## config.mk

```make
export PLATFORM = sky130hd
export DESIGN_NAME = seg_scan_mux
export DESIGN_NICKNAME = d
export VERILOG_FILES = /design/src/rtl/seg_pkg.sv /design/src/rtl/seg_scan_mux_decode.sv /design/src/rtl/seg_scan_mux.sv
export SDC_FILE = /design/constraint.sdc
export NUM_CORES = 1
export LEC_CHECK = 0
export BUFFER_PORTS_ARGS = -buffer_cell sky130_fd_sc_hd__buf_2
export CAP_MARGIN = 20
export CORE_UTILIZATION = 35
export CTS_CLUSTER_DIAMETER = 30
export DETAILED_ROUTE_END_ITERATION = 8
export PLACE_DENSITY = 0.49
export SKIP_LAST_GASP = 1
export SLEW_MARGIN = 5
export SYNTH_ARGS = -nofsm -noshare
export SYNTH_HDL_FRONTEND = slang
export SYNTH_SLANG_ARGS = --single-unit
```

## constraint.sdc

```tcl
create_clock -name clk -period 2.8 [get_ports clk]
set_input_delay 0.56 -clock clk [delete_from_list [all_inputs] [get_ports clk]]
set_output_delay 0.56 -clock clk [all_outputs]
set_load 0.02 [all_outputs]
```

## src/rtl/seg_pkg.sv

```systemverilog
// seg_scan_mux shared definitions: hex font table and decode helper.
// Segment bit order is {dp, g, f, e, d, c, b, a}, active-high.
package seg_pkg;

  localparam logic [6:0] SEG_FONT [16] = '{
    7'h3F, 7'h06, 7'h5B, 7'h4F,
    7'h66, 7'h6D, 7'h7D, 7'h27,
    7'h7F, 7'h6F, 7'h77, 7'h7C,
    7'h39, 7'h5E, 7'h79, 7'h71
  };

  localparam logic [7:0] SEG_OFF = 8'h00;

  function automatic logic [6:0] hex_to_seg(
    input logic [3:0] nibble
  );
    return SEG_FONT[nibble];
  endfunction

endpackage

```

## src/rtl/seg_scan_mux_decode.sv

```systemverilog
// seg_hex_decode: combinational nibble to 7-segment pattern.
// Output is active-high, with bit0 = segment a.
module seg_hex_decode
  import seg_pkg::*;
(
  input  logic [3:0] i_nibble,
  output logic [6:0] o_seg
);

  assign o_seg = hex_to_seg(i_nibble);

endmodule

```

## src/rtl/seg_scan_mux.sv

```systemverilog
// seg_scan_mux: self-timed multi-digit 7-segment scanner with
// frame-aligned shadow data, lz suppression and blanking window.
module seg_scan_mux
  import seg_pkg::*;
#(
  parameter int NUM_DIGITS   = 4,
  parameter int REFRESH_DIV  = 50000,
  parameter int BLANK_CYC    = 2,
  parameter int COMMON_ANODE = 0
) (
  input  logic                    clk,
  input  logic                    rst_n,
  input  logic                    en,
  input  logic                    wr_en,
  input  logic [4*NUM_DIGITS-1:0] wdata,
  input  logic [NUM_DIGITS-1:0]   dp_in,
  input  logic                    lz_sup,
  output logic [7:0]              seg,
  output logic [NUM_DIGITS-1:0]   an,
  output logic                    frame_tick
);

  localparam int CNT_W = (REFRESH_DIV > 1) ? $clog2(REFRESH_DIV) : 1;
  localparam int IDX_W = $clog2(NUM_DIGITS);
  localparam int DW    = 4 * NUM_DIGITS;
  localparam bit INV   = (COMMON_ANODE != 0);

  localparam logic [7:0]            SEG_IDLE = SEG_OFF ^ {8{INV}};
  localparam logic [NUM_DIGITS-1:0] AN_IDLE  = {NUM_DIGITS{INV}};

  logic [CNT_W-1:0]      r_cnt;
  logic [IDX_W-1:0]      r_idx;
  logic [DW-1:0]         r_disp_data;
  logic [NUM_DIGITS-1:0] r_disp_dp;
  logic [DW-1:0]         r_pend_data;
  logic [NUM_DIGITS-1:0] r_pend_dp;
  logic                  r_pend_valid;

  logic                  w_last;
  logic                  w_wrap;
  logic                  w_in_blank;
  logic                  w_show;
  logic [3:0]            w_nib;
  logic                  w_dp;
  logic                  w_lz_blank;
  logic                  w_zero_run;
  logic [NUM_DIGITS-1:0] w_an_hot;
  logic [6:0]            w_font;
  logic [7:0]            w_seg_nxt;
  logic [NUM_DIGITS-1:0] w_an_nxt;

  assign w_last = (r_cnt == CNT_W'(REFRESH_DIV - 1));
  assign w_wrap = en && w_last &&
                  (r_idx == IDX_W'(NUM_DIGITS - 1));

  generate
    if (BLANK_CYC == 0) begin : g_no_blank
      assign w_in_blank = 1'b0;
    end else begin : g_blank
      assign w_in_blank = (r_cnt < CNT_W'(BLANK_CYC));
    end
  endgenerate

  assign w_show = en && !w_in_blank;

  // Zero-run scans from the top digit down to the selected one.
  always_comb begin
    w_nib      = 4'h0;
    w_dp       = 1'b0;
    w_lz_blank = 1'b0;
    w_an_hot   = '0;
    w_zero_run = 1'b1;
    for (int k = NUM_DIGITS - 1; k >= 0; k--) begin
      w_zero_run = w_zero_run && (r_disp_data[k*4 +: 4] == 4'h0);
      if (k == int'(r_idx)) begin
        w_nib       = r_disp_data[k*4 +: 4];
        w_dp        = r_disp_dp[k];
        w_an_hot[k] = 1'b1;
        w_lz_blank  = lz_sup && (k != 0) && w_zero_run;
      end
    end
  end

  seg_hex_decode u_dec (
    .i_nibble (w_nib),
    .o_seg    (w_font)
  );

  always_comb begin
    w_seg_nxt = {w_dp, w_font};
    w_an_nxt  = w_an_hot;
    if (w_lz_blank) begin
      w_seg_nxt = SEG_OFF;
    end
    if (!w_show) begin
      w_seg_nxt = SEG_OFF;
      w_an_nxt  = '0;
    end
    w_seg_nxt = w_seg_nxt ^ {8{INV}};
    w_an_nxt  = w_an_nxt ^ {NUM_DIGITS{INV}};
  end

  always_ff @(posedge clk or negedge rst_n) begin
    if (!rst_n) begin
      r_cnt        <= '0;
      r_idx        <= '0;
      r_disp_data  <= '0;
      r_disp_dp    <= '0;
      r_pend_data  <= '0;
      r_pend_dp    <= '0;
      r_pend_valid <= 1'b0;
      frame_tick   <= 1'b0;
      seg          <= SEG_IDLE;
      an           <= AN_IDLE;
    end else begin
      if (en) begin
        if (w_last) begin
          r_cnt <= '0;
          r_idx <= w_wrap ? '0 : r_idx + IDX_W'(1);
        end else begin
          r_cnt <= r_cnt + CNT_W'(1);
        end
      end
      frame_tick <= w_wrap;
      // A write landing on the boundary bypasses pending.
      if (w_wrap) begin
        r_pend_valid <= 1'b0;
        if (wr_en) begin
          r_disp_data <= wdata;
          r_disp_dp   <= dp_in;
        end else if (r_pend_valid) begin
          r_disp_data <= r_pend_data;
          r_disp_dp   <= r_pend_dp;
        end
      end else if (wr_en) begin
        r_pend_data  <= wdata;
        r_pend_dp    <= dp_in;
        r_pend_valid <= 1'b1;
      end
      seg <= w_seg_nxt;
      an  <= w_an_nxt;
    end
  end

endmodule

```

==> summary.md <==
| Metric | Value |
|---|---|
| Status | `finished, final reports clean` |
| Die Span X | `106 µm` |
| Synth-to-Final Area Change | `13.9%` |
| Post-synthesis sequential area ratio | `47.6%` |
| GR Overflow Total | `0` |
| CP startpoint | `r_idx[0]$_DFFE_PN0N_` |
| Via-to-Cell Ratio | `4.88` |
| Post-route ant nets | `0` |
| Clock Pin Slew Worst Setup and Hold Paths | `80 ps` |
| Post-Syn Area | `3780 µm²` |
| Placed Cells | `467` |
| Antenna violations before repair | `0` |
| Mapped Cells | `302` |
| Critical Path Sink Type | `flip-flop` |
| Cell Rows | `37` |
| Max Clk Rate | `0.405 GHz` |
| Syn Area/Cell | `12.5 µm²` |
| Crit start category | `flip-flop` |
| DRT Pass-1 Iters | `4` |
| Synth top area share | `47.6%` |
| Worst Hold Class | `input port to async pin` |
| All-Layer GR Usage | `14.7%` |
| Die height | `106 µm` |
| Non-filler cells, final | `483` |
| Fraction of layout cells with a size suffix above 1 | `36.9%` |
| Root buffer cell | `clkbuf_8` |
| Number of I/O port buffers | `37` |
| Final setup violation count | `0` |
| WL/cell | `15.5 µm` |
| Fin crit period | `2470 ps` |
| Number of buffers created by CTS | `9` |
| Setup_tns | `0 ps` |
| Crit Path Max Fanout | `7` |
| Die ar. | `11200 µm²` |
| Tcrit/Tclk final | `88.2%` |
| DRC errors left | `0` |
| Worst path arrival time | `2720 ps` |
| Synth cell types | `51` |
| Synth warn | `0` |
| Largest net degree at the start of global routing | `73` |
| Gp weighted congestion | `0.799` |
| Final slew viol count | `0` |
| P_leak | `2.09 nW` |
| Num ports | `38` |
| CP Data Required Time | `3050 ps` |
| Syn Nets | `335` |
| #FFs+latches synth | `72` |
| Crit Path Class | `flip-flop to flip-flop` |
| Main synth FF type | `dfrtp_1` |
| Clk_lat worst skew | `340 ps` |
| Worst r2r src | `r_idx[0]$_DFFE_PN0N_` |
| Layout Nets | `375` |
| Drt total wl | `7480 µm` |
| Worst Tran Pin Value | `924 ps` |
| Iteration-0 DRC Markers | `108` |
| Max-slew headroom | `38.4%` |
| ANT cells | `0` |
| Post-CTS Resized | `0` |
| Vias | `2356` |
| Max Cap Viol | `0` |
| Vias in the first global route | `2429` |
| RSZ-0062 raised after global routing | `no` |
| CTS tree | `yes` |
| Synth area leader | `dfrtp_1` |
| Synth area leaders | `dfrtp_1 48%, mux2_4 16%, mux2_2 6.0%` |
| Cts hold-fix bufs | `0` |
| H-tree levels | `3` |
| Post-DP HPWL | `5080 µm` |
| CTS max path bufs | `2` |
| Post-synth EDFFs | `0` |
| Clock Skew | `13.4 ps` |
| Synth async-reset ratio | `100%` |
| Max VDD drop | `0.263 mV` |
| Setup bufs post-CTS | `0` |
| Core area | `10400 µm²` |
| Starting density of the core | `36.3%` |
| Power per standard cell area | `576 nW/µm²` |
| Global-route wire length before repair | `12700 µm` |
| Clock sink count | `72` |
| Fin. Hold Viols | `0` |
[registers in the layout (all words and copies together) (netlist names)]
| signal | flops |
|---|---|
| seg | 8 |
| r_pend_data | 16 |
| r_idx | 2 |
| r_pend_dp | 4 |
| an | 4 |
| r_disp_data | 16 |
| r_pend_valid | 1 |
| r_cnt | 16 |
| r_disp_dp | 4 |
| frame_tick | 1 |
[worst paths after layout]
check                                         endpoint  slack (ps)  cells past startpoint
setup / recovery                      seg[3]$_DFF_PN0_         330                     10
hold / removal             r_pend_data[13]$_DFFE_PN0P_         350                      1
setup reg to reg                      seg[3]$_DFF_PN0_         330                     10
hold reg to reg               r_pend_valid$_DFFE_PN0P_         480                      2
max in group asynchronous   r_disp_data[3]$_DFFE_PN0P_        1850                      1
min in group clk            r_pend_data[0]$_DFFE_PN0P_         460                      2
[power breakdown]
part,internal [mW],switching [mW]
registers,1.13,0.104
clock network,0.503,0.395
logic,0.173,0.171
total,1.81,0.671
[cell type report]
cell class	count	area [µm²]
Tap cell	136	170
Fill cell	989	6110
Sequential cell	72	1800
Multi-Input combinational cell	209	1870
Clock buffer	11	131
Inverter	7	26.3
Timing Repair Buffer	43	233
Clock inverter	5	81.3
[metal layers]
layer,global-route usage (%),vias to the layer above,wire (µm),share of wire (%)
li1,-,1164,-,-
met1,22.5,1144,4060,54
met2,19.9,39,3080,41
met3,3.07,9,235,3.1
met4,5.95,0,102,1.4
met5,0,-,0,0
[kinds of logic after synthesis]
kind of cell	count (synthesis)	share of synthesized area [%]
muxes	62	22.4
xor gates and xnor gates	15	3.47
AOI/OAI and AO/OA	34	6.78
and+or+nand+nor	90	14.1
buffers and inverters	21	3.04
adders and majority gates	8	2.65
DFF	72	47.6
[metrics by stage]
stage	utilization, %	power, mW	worst slack [ps]	hold slack [ps]	cell area (µm²)
final	41.4	2.48	330	349	4310
after global routing	41.4	2.62	99.7	411	4310
after CTS	41.4	2.52	312	387	4310
after detailed placement	39.3	1.61	354	471	4100
after global placement	39.3	1.60	324	463	4100
after floorplan	-	1.50	592	264	3780
[synthesized netlist by cell type (all sizes together), types with 2 or more instances]
cell	count
buf	10
nor2b	3
nand4	2
o211ai	3
ha	8
a21oi	5
a221oi	3
xnor2	8
clkbuf	4
nor2	19
nor3	10
dfrtp	72
nand3b	2
nand2	17
nand4b	2
o21ai	5
nand3	11
mux2i	2
nor4	8
xor2	7
nor3b	2
mux2	60
and3	4
a311oi	2
inv	7
nand2b	4
and2	4
o21a	2
a211oi	3
[critical path, cell delays in order (launching register included)]
cell and delay [ps]:
dfrtp_1 400, inv_1 90, ha_1 270, nor2_2 250, o211ai_1 160, o211a_1 210
inv_1 210, ha_1 230, nor3_1 60, a221o_1 330, a31oi_1 160
[layout by cell type (no fill, tap or decap), drive strengths merged, types with 2 or more instances in the layout]
master,instances
dfrtp,72
mux2,60
buf,43
nor2,19
nand2,17
nand3,11
clkbuf,11
nor3,10
xnor2,8
ha,8
nor4,8
inv,7
xor2,7
o21ai,5
a21oi,5
nand2b,4
and3,4
and2,4
o211ai,3
nor2b,3
a211oi,3
a221oi,3
nand3b,2
nor3b,2
o21a,2
mux2i,2
bufinv,2
a311oi,2
nand4b,2
nand4,2
clkinv,2
(Power assumes the default switching activity.)
